**src/rtl/radio_ramp_pkg.sv**
```systemverilog
// Shared types and constants for the radio PA/LNA ramp controller.
// RADIO_RAMP_WATCHDOG_EN (optional) enables the ON-state watchdog in the top.
package radio_ramp_pkg;

  localparam int          RAMP_CNT_W = 8;
  localparam logic [15:0] WDOG_LIMIT = 16'hFFFF;

  typedef enum logic [2:0] {
    ST_IDLE     = 3'd0,
    ST_RAMPUP   = 3'd1,
    ST_RX_ON    = 3'd2,
    ST_TX_ON    = 3'd3,
    ST_RAMPDOWN = 3'd4
  } ramp_state_e;

  function automatic logic is_on_state(input logic [2:0] st);
    return (st == ST_RX_ON) || (st == ST_TX_ON);
  endfunction

endpackage

```
**src/rtl/radio_ramp_ctrl_if.sv**
```systemverilog
// Request/status bundle between the timing engine and the ramp controller.
// timeoutErr exists only when RADIO_RAMP_WATCHDOG_EN is defined.
interface radio_ramp_ctrl_if;
  logic       isolate;
  logic       radioEnable1;
  logic       radioEnable2;
  logic       radioRxEn1;
  logic       radioRxEn2;
  logic       lnaEn;
  logic       paEn;
  logic       ready;
  logic       disabled;
  logic       mismatchErr;
  logic [2:0] state;
`ifdef RADIO_RAMP_WATCHDOG_EN
  logic       timeoutErr;
`endif

  modport master (
`ifdef RADIO_RAMP_WATCHDOG_EN
    input  timeoutErr,
`endif
    output isolate, radioEnable1, radioEnable2, radioRxEn1, radioRxEn2,
    input  lnaEn, paEn, ready, disabled, mismatchErr, state
  );

  modport slave (
`ifdef RADIO_RAMP_WATCHDOG_EN
    output timeoutErr,
`endif
    input  isolate, radioEnable1, radioEnable2, radioRxEn1, radioRxEn2,
    output lnaEn, paEn, ready, disabled, mismatchErr, state
  );
endinterface

```
**src/rtl/radio_ramp_ctrl_counter.sv**
```systemverilog
// Loadable down-counter shared by the ramp-up and ramp-down phases.
module ramp_counter
  import radio_ramp_pkg::*;
(
  input  logic                  ck,
  input  logic                  arst,
  input  logic                  load,
  input  logic                  dec,
  input  logic [RAMP_CNT_W-1:0] load_value,
  output logic [RAMP_CNT_W-1:0] value,
  output logic                  zero
);

  logic [RAMP_CNT_W-1:0] cnt_r;

  // Count register: load wins over decrement, saturates at zero.
  always_ff @(posedge ck) begin
    if (arst) begin
      cnt_r <= {RAMP_CNT_W{1'b0}};
    end else if (load) begin
      cnt_r <= load_value;
    end else if (dec && (cnt_r != {RAMP_CNT_W{1'b0}})) begin
      cnt_r <= cnt_r - {{(RAMP_CNT_W-1){1'b0}}, 1'b1};
    end else begin
      cnt_r <= cnt_r;
    end
  end

  assign value = cnt_r;
  assign zero  = (cnt_r == {RAMP_CNT_W{1'b0}});

endmodule

```
**src/rtl/radio_ramp_ctrl.sv**
```systemverilog
// PA/LNA enable sequencing with timed ramp-up/ramp-down and redundant-input checking.
// Optional macro RADIO_RAMP_WATCHDOG_EN bounds ON time and adds timeoutErr.
module radio_ramp_ctrl
  import radio_ramp_pkg::*;
#(
  parameter int unsigned RAMPUP_CYCLES   = 40,
  parameter int unsigned RAMPDOWN_CYCLES = 6
) (
  input logic               ck,
  input logic               arst,
  radio_ramp_ctrl_if.slave  rr
);

  localparam logic [2:0] S_IDLE     = ST_IDLE;
  localparam logic [2:0] S_RAMPUP   = ST_RAMPUP;
  localparam logic [2:0] S_RX_ON    = ST_RX_ON;
  localparam logic [2:0] S_TX_ON    = ST_TX_ON;
  localparam logic [2:0] S_RAMPDOWN = ST_RAMPDOWN;

  localparam logic [RAMP_CNT_W-1:0] RUP_LOAD = RAMP_CNT_W'(RAMPUP_CYCLES - 1);
  localparam logic [RAMP_CNT_W-1:0] RDN_LOAD = RAMP_CNT_W'(RAMPDOWN_CYCLES - 1);

  logic [2:0]            state_r, nxt_s;
  logic                  dir_r, lna_r, pa_r, ready_r, dis_r, mis_r;
  logic                  req_s, rx_s, mis_now_s, dir_load_s;
  logic                  cnt_load_s, cnt_dec_s, cnt_zero_s;
  logic [RAMP_CNT_W-1:0] cnt_val_s, cnt_value_s;

  assign req_s     = (rr.radioEnable1 | rr.radioEnable2) & ~rr.isolate;
  assign rx_s      = (rr.radioRxEn1 | rr.radioRxEn2) & ~rr.isolate;
  assign mis_now_s = ~rr.isolate & ((rr.radioEnable1 ^ rr.radioEnable2) |
                                    (rr.radioRxEn1 ^ rr.radioRxEn2));

  ramp_counter u_cnt (
    .ck         (ck),
    .arst       (arst),
    .load       (cnt_load_s),
    .dec        (cnt_dec_s),
    .load_value (cnt_val_s),
    .value      (cnt_value_s),
    .zero       (cnt_zero_s)
  );

`ifdef RADIO_RAMP_WATCHDOG_EN
  logic [15:0] on_cnt_r;
  logic        to_r, wdog_hit_s;

  assign wdog_hit_s = is_on_state(state_r) && (on_cnt_r == (WDOG_LIMIT - 16'd1));

  // ON-time counter restarts on every entry to RX_ON/TX_ON.
  always_ff @(posedge ck) begin
    if (arst) begin
      on_cnt_r <= 16'd0;
      to_r     <= 1'b0;
    end else begin
      to_r <= to_r | wdog_hit_s;
      if (is_on_state(nxt_s) && !is_on_state(state_r)) begin
        on_cnt_r <= 16'd0;
      end else if (is_on_state(state_r) && (on_cnt_r != WDOG_LIMIT)) begin
        on_cnt_r <= on_cnt_r + 16'd1;
      end else begin
        on_cnt_r <= on_cnt_r;
      end
    end
  end

  assign rr.timeoutErr = to_r;
`endif

  // Next-state and counter-control decode; an aborted ramp-up wins over completion.
  always_comb begin
    nxt_s      = state_r;
    cnt_load_s = 1'b0;
    cnt_dec_s  = 1'b0;
    cnt_val_s  = {RAMP_CNT_W{1'b0}};
    dir_load_s = 1'b0;
    case (state_r)
      S_IDLE: begin
        if (req_s) begin
          nxt_s      = S_RAMPUP;
          cnt_load_s = 1'b1;
          cnt_val_s  = RUP_LOAD;
          dir_load_s = 1'b1;
        end else begin
          nxt_s = S_IDLE;
        end
      end
      S_RAMPUP: begin
        if (!req_s) begin
          nxt_s      = S_RAMPDOWN;
          cnt_load_s = 1'b1;
          cnt_val_s  = RDN_LOAD;
        end else if (cnt_zero_s) begin
          nxt_s = dir_r ? S_RX_ON : S_TX_ON;
        end else begin
          cnt_dec_s = 1'b1;
        end
      end
      S_RX_ON, S_TX_ON: begin
`ifdef RADIO_RAMP_WATCHDOG_EN
        if (wdog_hit_s) begin
          nxt_s      = S_RAMPDOWN;
          cnt_load_s = 1'b1;
          cnt_val_s  = RDN_LOAD;
        end else
`endif
        if (!req_s) begin
          nxt_s      = S_RAMPDOWN;
          cnt_load_s = 1'b1;
          cnt_val_s  = RDN_LOAD;
        end else begin
          nxt_s = state_r;
        end
      end
      S_RAMPDOWN: begin
        if (cnt_zero_s) begin
          nxt_s = S_IDLE;
        end else begin
          cnt_dec_s = 1'b1;
        end
      end
      default: begin
        nxt_s = S_IDLE;
      end
    endcase
  end

  // State and output registers; outputs are decoded from the next state.
  always_ff @(posedge ck) begin
    if (arst) begin
      state_r <= S_IDLE;
      dir_r   <= 1'b0;
      lna_r   <= 1'b0;
      pa_r    <= 1'b0;
      ready_r <= 1'b0;
      dis_r   <= 1'b0;
      mis_r   <= 1'b0;
    end else begin
      state_r <= nxt_s;
      dir_r   <= dir_load_s ? rx_s : dir_r;
      lna_r   <= (nxt_s == S_RX_ON);
      pa_r    <= (nxt_s == S_TX_ON);
      ready_r <= is_on_state(nxt_s) && !is_on_state(state_r);
      dis_r   <= (state_r == S_RAMPDOWN) && (nxt_s == S_IDLE);
      mis_r   <= mis_r | mis_now_s;
    end
  end

  assign rr.state       = state_r;
  assign rr.lnaEn       = lna_r;
  assign rr.paEn        = pa_r;
  assign rr.ready       = ready_r;
  assign rr.disabled    = dis_r;
  assign rr.mismatchErr = mis_r;

endmodule

```
**src/flat_wrapper.sv**
```systemverilog
// flat-port wrapper written by rule: the top's interface ports become plain ports
module radio_ramp_ctrl_flat import radio_ramp_pkg::*;
#(
  parameter int unsigned RAMPUP_CYCLES   = 40,
  parameter int unsigned RAMPDOWN_CYCLES = 6
)
  (ck, arst, rr_isolate, rr_radioEnable1, rr_radioEnable2, rr_radioRxEn1, rr_radioRxEn2, rr_lnaEn, rr_paEn, rr_ready, rr_disabled, rr_mismatchErr, rr_state);
  radio_ramp_ctrl_if rr_i ();
  input logic ck;
  input logic arst;
  input wire logic [$bits(rr_i.isolate)-1:0] rr_isolate;
  input wire logic [$bits(rr_i.radioEnable1)-1:0] rr_radioEnable1;
  input wire logic [$bits(rr_i.radioEnable2)-1:0] rr_radioEnable2;
  input wire logic [$bits(rr_i.radioRxEn1)-1:0] rr_radioRxEn1;
  input wire logic [$bits(rr_i.radioRxEn2)-1:0] rr_radioRxEn2;
  output wire logic [$bits(rr_i.lnaEn)-1:0] rr_lnaEn;
  output wire logic [$bits(rr_i.paEn)-1:0] rr_paEn;
  output wire logic [$bits(rr_i.ready)-1:0] rr_ready;
  output wire logic [$bits(rr_i.disabled)-1:0] rr_disabled;
  output wire logic [$bits(rr_i.mismatchErr)-1:0] rr_mismatchErr;
  output wire logic [$bits(rr_i.state)-1:0] rr_state;
  assign rr_i.isolate = rr_isolate;
  assign rr_i.radioEnable1 = rr_radioEnable1;
  assign rr_i.radioEnable2 = rr_radioEnable2;
  assign rr_i.radioRxEn1 = rr_radioRxEn1;
  assign rr_i.radioRxEn2 = rr_radioRxEn2;
  assign rr_lnaEn = rr_i.lnaEn;
  assign rr_paEn = rr_i.paEn;
  assign rr_ready = rr_i.ready;
  assign rr_disabled = rr_i.disabled;
  assign rr_mismatchErr = rr_i.mismatchErr;
  assign rr_state = rr_i.state;
  radio_ramp_ctrl #(.RAMPUP_CYCLES(RAMPUP_CYCLES), .RAMPDOWN_CYCLES(RAMPDOWN_CYCLES)) u_core (.ck(ck), .arst(arst), .rr(rr_i));
endmodule
```
**config.mk**
```make
export PLATFORM = sky130hd
export DESIGN_NAME = radio_ramp_ctrl_flat
export DESIGN_NICKNAME = d
export VERILOG_FILES = /design/src/rtl/radio_ramp_pkg.sv /design/src/rtl/radio_ramp_ctrl_if.sv /design/src/rtl/radio_ramp_ctrl_counter.sv /design/src/rtl/radio_ramp_ctrl.sv /design/src/flat_wrapper.sv
export SDC_FILE = /design/constraint.sdc
export NUM_CORES = 1
export LEC_CHECK = 0
export ABC_AREA = 1
export CAP_MARGIN = 25
export CORE_MARGIN = 2
export CORE_UTILIZATION = 56
export CTS_BUF_LIST = sky130_fd_sc_hd__clkbuf_4
export CTS_CLUSTER_SIZE = 10
export DETAILED_ROUTE_END_ITERATION = 8
export GPL_TIMING_DRIVEN = 0
export PLACE_DENSITY = 0.82
export RECOVER_POWER = 100
export SYNTH_ARGS = -nofsm -noshare
export SYNTH_HDL_FRONTEND = slang
export SYNTH_HIERARCHICAL = 1
export SYNTH_SLANG_ARGS = --single-unit
```
**constraint.sdc**
```tcl
create_clock -name ck -period 2.6 [get_ports ck]
set_clock_uncertainty 0.05 [all_clocks]
set_input_delay 0.78 -clock ck [delete_from_list [all_inputs] [get_ports ck]]
set_output_delay 0.78 -clock ck [all_outputs]
set_load 0.01 [all_outputs]
```
==> flow_summary.toml, run 1 <==
[status]
status = "finished, final reports clean"

[worst_setup_path]
r2r_cells = 12
worstPathArrival_ps = 2610
endpoint_kind = "register"
critPathRequiredTime_ps = 2730
crit_type = "in2reg"
start_kind = "input port"
critPathMaxFanout = 10

[place]
dp.cells = 209
hpwl_mm = 1.732
gp_congestion = 0.8688
place_area_sq_um = 1250
io_buffers = 14
place_ws_ps = -544.1

[floorplan]
die_w_um = 47.66
fp.coreArea_sq_um = 1764
die_area_sq_um = 2271
rows = 15
fp.dieH_um = 47.66
io_pins = 15
start_util = 0.6050

[clock_tree]
cts_root_buf = "clkbuf_4"
cts_tree = "built"
hold_buffers = 0
cts_buffers = 3
cts_sinks = 17
clkSlewWorstSetupHoldPaths_ps = 110
htree_levels = 1
clk_latency_ps = 290
clockBufferDepth = 2

[detailed_routing]
drtPass1Iterations = 4
ant_nets = 0
routed_via_density = 5.023
totalWireLength_mm = 2.405
drc = 0
drt-initial-drc-count = 42
routedWlPerCell_um = 11.08
vias = 1090

[final_layout]
final_layout_size_suffix_gt1_frac = 0.1354
n_antenna_cell = 0
final_common_cell = "nand2_1"
fin_cells = 217
area_growth_pct = 22.39
fin_area_sq_um = 1306
nets = 204
final_cell_mix = "nand2_1 (44), inv_1 (26), nor2_1 (22), nand3_1 (19), dfxtp_1 (17)"

[logic_synthesis]
syn_avg_cell_area_sq_um = 6.391
synth_cell_type_count = 24
synth_cells = 167
synth_seq_cells = 17
synth_top_cell_by_area = "dfxtp_1"
synthTopCellsByArea = "dfxtp_1 (32%), nand2_1 (14%), inv_1 (9.1%)"
yosys_warnings = 6
synth_top_area_share = 0.3189
yosysSeqAreaShare = 0.3189
syn_area_sq_um = 1067

[global_route]
antenna_found_initial = 0
overflow = 0
grt_pass1_vias = 913
grt_pass1_wl_mm = 3.636
track_usage = 0.2270
grt_max_degree = 11

[hold_path]
hold_class = "reg2reg"
hold_depth = 2

[sta]
clock.fmax_mhz = 402.1
final_hold_viol_count = 0
rsz0062_at_grt = "false"
setup_viol = 0
final.min_clock_period_ps = 2487
finalCritPeriodShare = 0.9565
finalMaxSlewViolations = 0
fin_tns_setup_ps = 0
finalWorstSetupSlack_ps = 113.2

[power_and_ir_drop]
p_leak_nw = 0.6930
peakVddDrop_uv = 459.5
p_per_area_nw_per_um2 = 637.6

[flow_run]
maxCapViolations = 0
==> final timing paths <==
kind / startpoint / endpoint / slack (ps)
min: u_core/dir_r / u_core/dir_r / 410
max reg2reg: u_core/u_cnt/value[0] / u_core/u_cnt/value[4] / 740
min reg2reg: u_core/dir_r / u_core/dir_r / 410
max: rr_radioEnable2 / u_core/u_cnt/value[7] / 110
==> synth_stat cells <==
cell type	n
a21oi_1	5
clkbuf_1	1
clkinv_2	1
conb_1	1
dfxtp_1	17
ha_1	4
inv_1	26
inv_2	3
nand2_1	41
nand2_2	5
nand2_4	2
nand3_1	19
nand3_2	3
nand4_1	2
nor2_1	22
nor2_2	4
nor2_4	1
nor2b_4	1
nor3_1	1
nor4_1	1
o21a_1	1
o21ai_0	4
o21ai_1	1
xnor2_1	1
==> cell families (layout without fill, tap and decap cells) <==
family,Yosys count,count (layout),synth area share
buf+inv,31,53,0.1102
xor+xnor,1,1,0.008208
other cells,1,4,0.003514
simple gates,102,102,0.4584
fa+ha+maj,4,4,0.04690
flops,17,17,0.3189
compound gates,11,11,0.05392
==> cell type report <==
class / count / area [sq um]
multi-input cells: 122 / 613.1
fillers: 148 / 457.9
flip-flops and latches: 17 / 340.3
repair buffers: 18 / 170.2
inverters: 30 / 116.4
well taps: 25 / 31.28
clock buffers: 3 / 22.52
plain buffers: 1 / 7.507
clock inverters: 1 / 5.005
==> per-layer routing <==
metal	global-route usage	routed length (um)	vias up
met3	0.04151	119	4
met4	0.07568	18	0
met5	0	0	-
met2	0.3865	1148	34
met1	0.2897	1119	489
li1	-	-	563
==> worst max-delay path: stages <==
cell	delay (ps)
clkdlybuf4s50_1	470
inv_1	40
ha_1	200
nor2_4	180
nand3_2	160
nand2_1	160
buf_4	200
inv_4	80
nand3_1	130
nor2_1	60
nor2_1	100
nor2_1	50
==> timing repair <==
| action | CTS | global route |
|---|---|---|
| pin swaps | 0 | 1 |
| setup buffers | 0 | 4 |
| gates resized for setup | 2 | 2 |
| endpoints found under the setup margin | 8 | 8 |
==> state kept, by name, indices dropped and copies added, names as in the netlist <==
register	count
u_core/rr.ready	1
u_core/dir_r	1
u_core/rr.mismatchErr	1
u_core/rr.lnaEn	1
u_core/u_cnt/value	8
u_core/rr.disabled	1
u_core/rr.state	3
u_core/rr.paEn	1
==> power breakdown <==
| part | internal [mW] | total [mW] | switching, mW |
|---|---|---|---|
| clock | 0.0572 | 0.144 | 0.0870 |
| combinational | 0.138 | 0.372 | 0.234 |
| sequential | 0.289 | 0.316 | 0.0276 |
| total | 0.484 | 0.833 | 0.349 |
==> per-stage QoR <==
| stage | hold slack (ps) | utilization | power, mW |
|---|---|---|---|
| after floorplan | 378.6 | - | 0.5976 |
| after global placement | 390.0 | 0.7085 | 0.6651 |
| after detailed placement | 394.3 | 0.7085 | 0.6796 |
| after CTS | 411.1 | 0.7262 | 0.8292 |
| after global routing | 445.4 | 0.7404 | 0.9011 |
| final | 414.5 | 0.7404 | 0.8329 |
Note: power is estimated with default switching activity, not from simulation.
==> run 2, diff against run 1 <==
Settings changed: CORE_UTILIZATION 56 to 55, PLACE_DENSITY 0.82 to 0.8, TNS_END_PERCENT set to 30.
==> run 2 against run 1 <==
Effect of this change:
- cell count is 0.92% lower
- critical path depth stayed put
- non-clock buffer count is 2 lower
- combinational power is 3% lower
- sequential share of layout area grew 0.25 points
- global-route usage decreased by 1.1 points
- core utilization fell by 1.5 points
==> flow_summary.toml, run 2 (synthesized netlist as in run 1, its figures left out) <==
[place]
gp_congestion = 0.8639
hpwl_mm = 1.660
io_buffers = 14
dp.cells = 209

[final_layout]
final_layout_size_suffix_gt1_frac = 0.1263
area_growth_pct = 21.22
final_common_cell = "nand2_1"
largest_reg_flops = 8
nets = 202
fin_cells = 215
n_antenna_cell = 0
fillers = 149
final_cell_mix = "nand2_1 (42), inv_1 (26), nor2_1 (23), nand3_1 (19), dfxtp_1 (17)"

[detailed_routing]
ant_nets = 0
drtPass1Iterations = 4
routed_via_density = 4.921
totalWireLength_mm = 2.148
drt-initial-drc-count = 24
vias = 1058
routedWlPerCell_um = 9.991
drc = 0

[global_route]
grt_pass1_vias = 876
track_usage = 0.2165
grt_pass1_wl_mm = 3.401
antenna_found_initial = 0
grt_max_degree = 11
overflow = 0

[power_and_ir_drop]
seqPwrFrac = 0.385
p_per_area_nw_per_um2 = 633.7
switching_share = 0.4123
p_total_mw = 0.8199
internal_power_mw = 0.4818
switchingPower_mw = 0.3380
peakVddDrop_uv = 410.9
power_frac_comb = 0.439
p_leak_nw = 0.6812
clkPwrFrac = 0.176

[worst_setup_path]
crit_type = "in2reg"
r2r_cells = 12
worstPathArrival_ps = 2570
critPathRequiredTime_ps = 2740
start_kind = "input port"
endpoint_kind = "register"
r2r-end = "u_core/u_cnt/value[4]"
r2r_start = "u_core/u_cnt/value[0]"
critPathMaxFanout = 10
regToRegSetupSlack_ps = 710

[floorplan]
start_util = 0.5986
fp.dieH_um = 48.05
die_area_sq_um = 2309
rows = 15
die_w_um = 48.05
fp.coreArea_sq_um = 1783
io_pins = 15

[sta]
setup_viol = 0
finalMaxSlewViolations = 0
whs_ps = 413.1
final.min_clock_period_ps = 2435
final_hold_viol_count = 0
finalCritPeriodShare = 0.9367
rsz0062_at_grt = "false"
clock.fmax_mhz = 410.6

[clock_tree]
cts_sinks = 17
clkSlewWorstSetupHoldPaths_ps = 100
clk_latency_ps = 300
clockBufferDepth = 2
hold_buffers = 0
cts_tree = "built"
cts_root_buf = "clkbuf_4"
cts_buffers = 3
htree_levels = 1

[hold_path]
hold_end = "u_core/dir_r"
hold_start = "u_core/dir_r"
hold_class = "reg2reg"
hold_depth = 2

[flow_run]
maxCapViolations = 0

[status]
status = "finished, final reports clean"
-- run 2: changes by cell type in the layout (fill, tap and decap cells not counted), sizes merged --
cell    previous run  this run
buf                5         1
clkbuf             3         5
clkinv             2         3
inv               29        28
-- run 2: through the flow --
| stage | utilization | cell area [sq um] | worst slack, ps | setup TNS [ps] |
|---|---|---|---|---|
| global route | 0.7256 | 1294 | 28.57 | 0 |
| detailed placement | 0.7011 | 1250 | -526.4 | -3959 |
| CTS | 0.7186 | 1281 | 56.98 | 0 |
| global placement | 0.7011 | 1250 | -503.0 | -3668 |
| finish | 0.7256 | 1294 | 164.5 | 0 |
| floorplan | - | 1079 | 283.4 | 0 |
-- run 2: final cells by class --
class                      count  area, sq um  share of cell area
clock buffer                   3        22.52             0.01741
clock inverter                 1        5.005            0.003868
multi-input combinational    122        615.6              0.4758
sequential                    17        340.3              0.2631
timing repair buffer          16        155.1              0.1199
inverter                      30        116.4             0.08994
buffer                         1        7.507            0.005803
tap                           25        31.28             0.02418
-- run 2: routing by layer --
metal | part of all wire | GRT usage | vias up
met2 | 0.47 | 0.3440 | 20
met3 | 0.044 | 0.06792 | 5
li1 | - | - | 560
met5 | 0 | 0 | -
met1 | 0.47 | 0.2670 | 473
met4 | 0.018 | 0.09730 | 0
-- run 2: power groups by stage --
stage	logic [mW]	clock network [mW]	registers, mW
after floorplan	0.279	0	0.318
after global placement	0.343	0	0.321
after detailed placement	0.352	0	0.322
after CTS	0.355	0.152	0.316
after global routing	0.407	0.160	0.321
final	0.360	0.144	0.316
-- run 2: worst max path at each step --
stage                    startpoint                     to  cells past startpoint  slack [ps]
detailed placement  rr_radioEnable1  u_core/u_cnt/value[4]                     12        -530
global placement    rr_radioEnable1  u_core/u_cnt/value[7]                     12        -500
finish              rr_radioEnable1  u_core/u_cnt/value[7]                     12         160
CTS                 rr_radioEnable1  u_core/u_cnt/value[7]                     12          60
global route        rr_radioEnable1  u_core/u_cnt/value[7]                     13          30
floorplan           rr_radioEnable1  u_core/u_cnt/value[1]                     11         280
-- run 2: what timing repair did --
action                     4_1_cts  5_1_grt
setup buffers                    0        2
resized for setup                2        1
pin swaps                        0        1
setup endpoints to repair        8        6
cloned                           0        0
-- run 2: worst max-delay path, cell delays in order --
cell	delay, ps
clkdlybuf4s50_1	460
inv_1	40
ha_1	210
nor2_4	160
nand3_2	150
nand2_1	150
clkbuf_4	220
inv_4	80
nand3_1	130
nor2_1	60
nor2_1	90
nor2_1	40
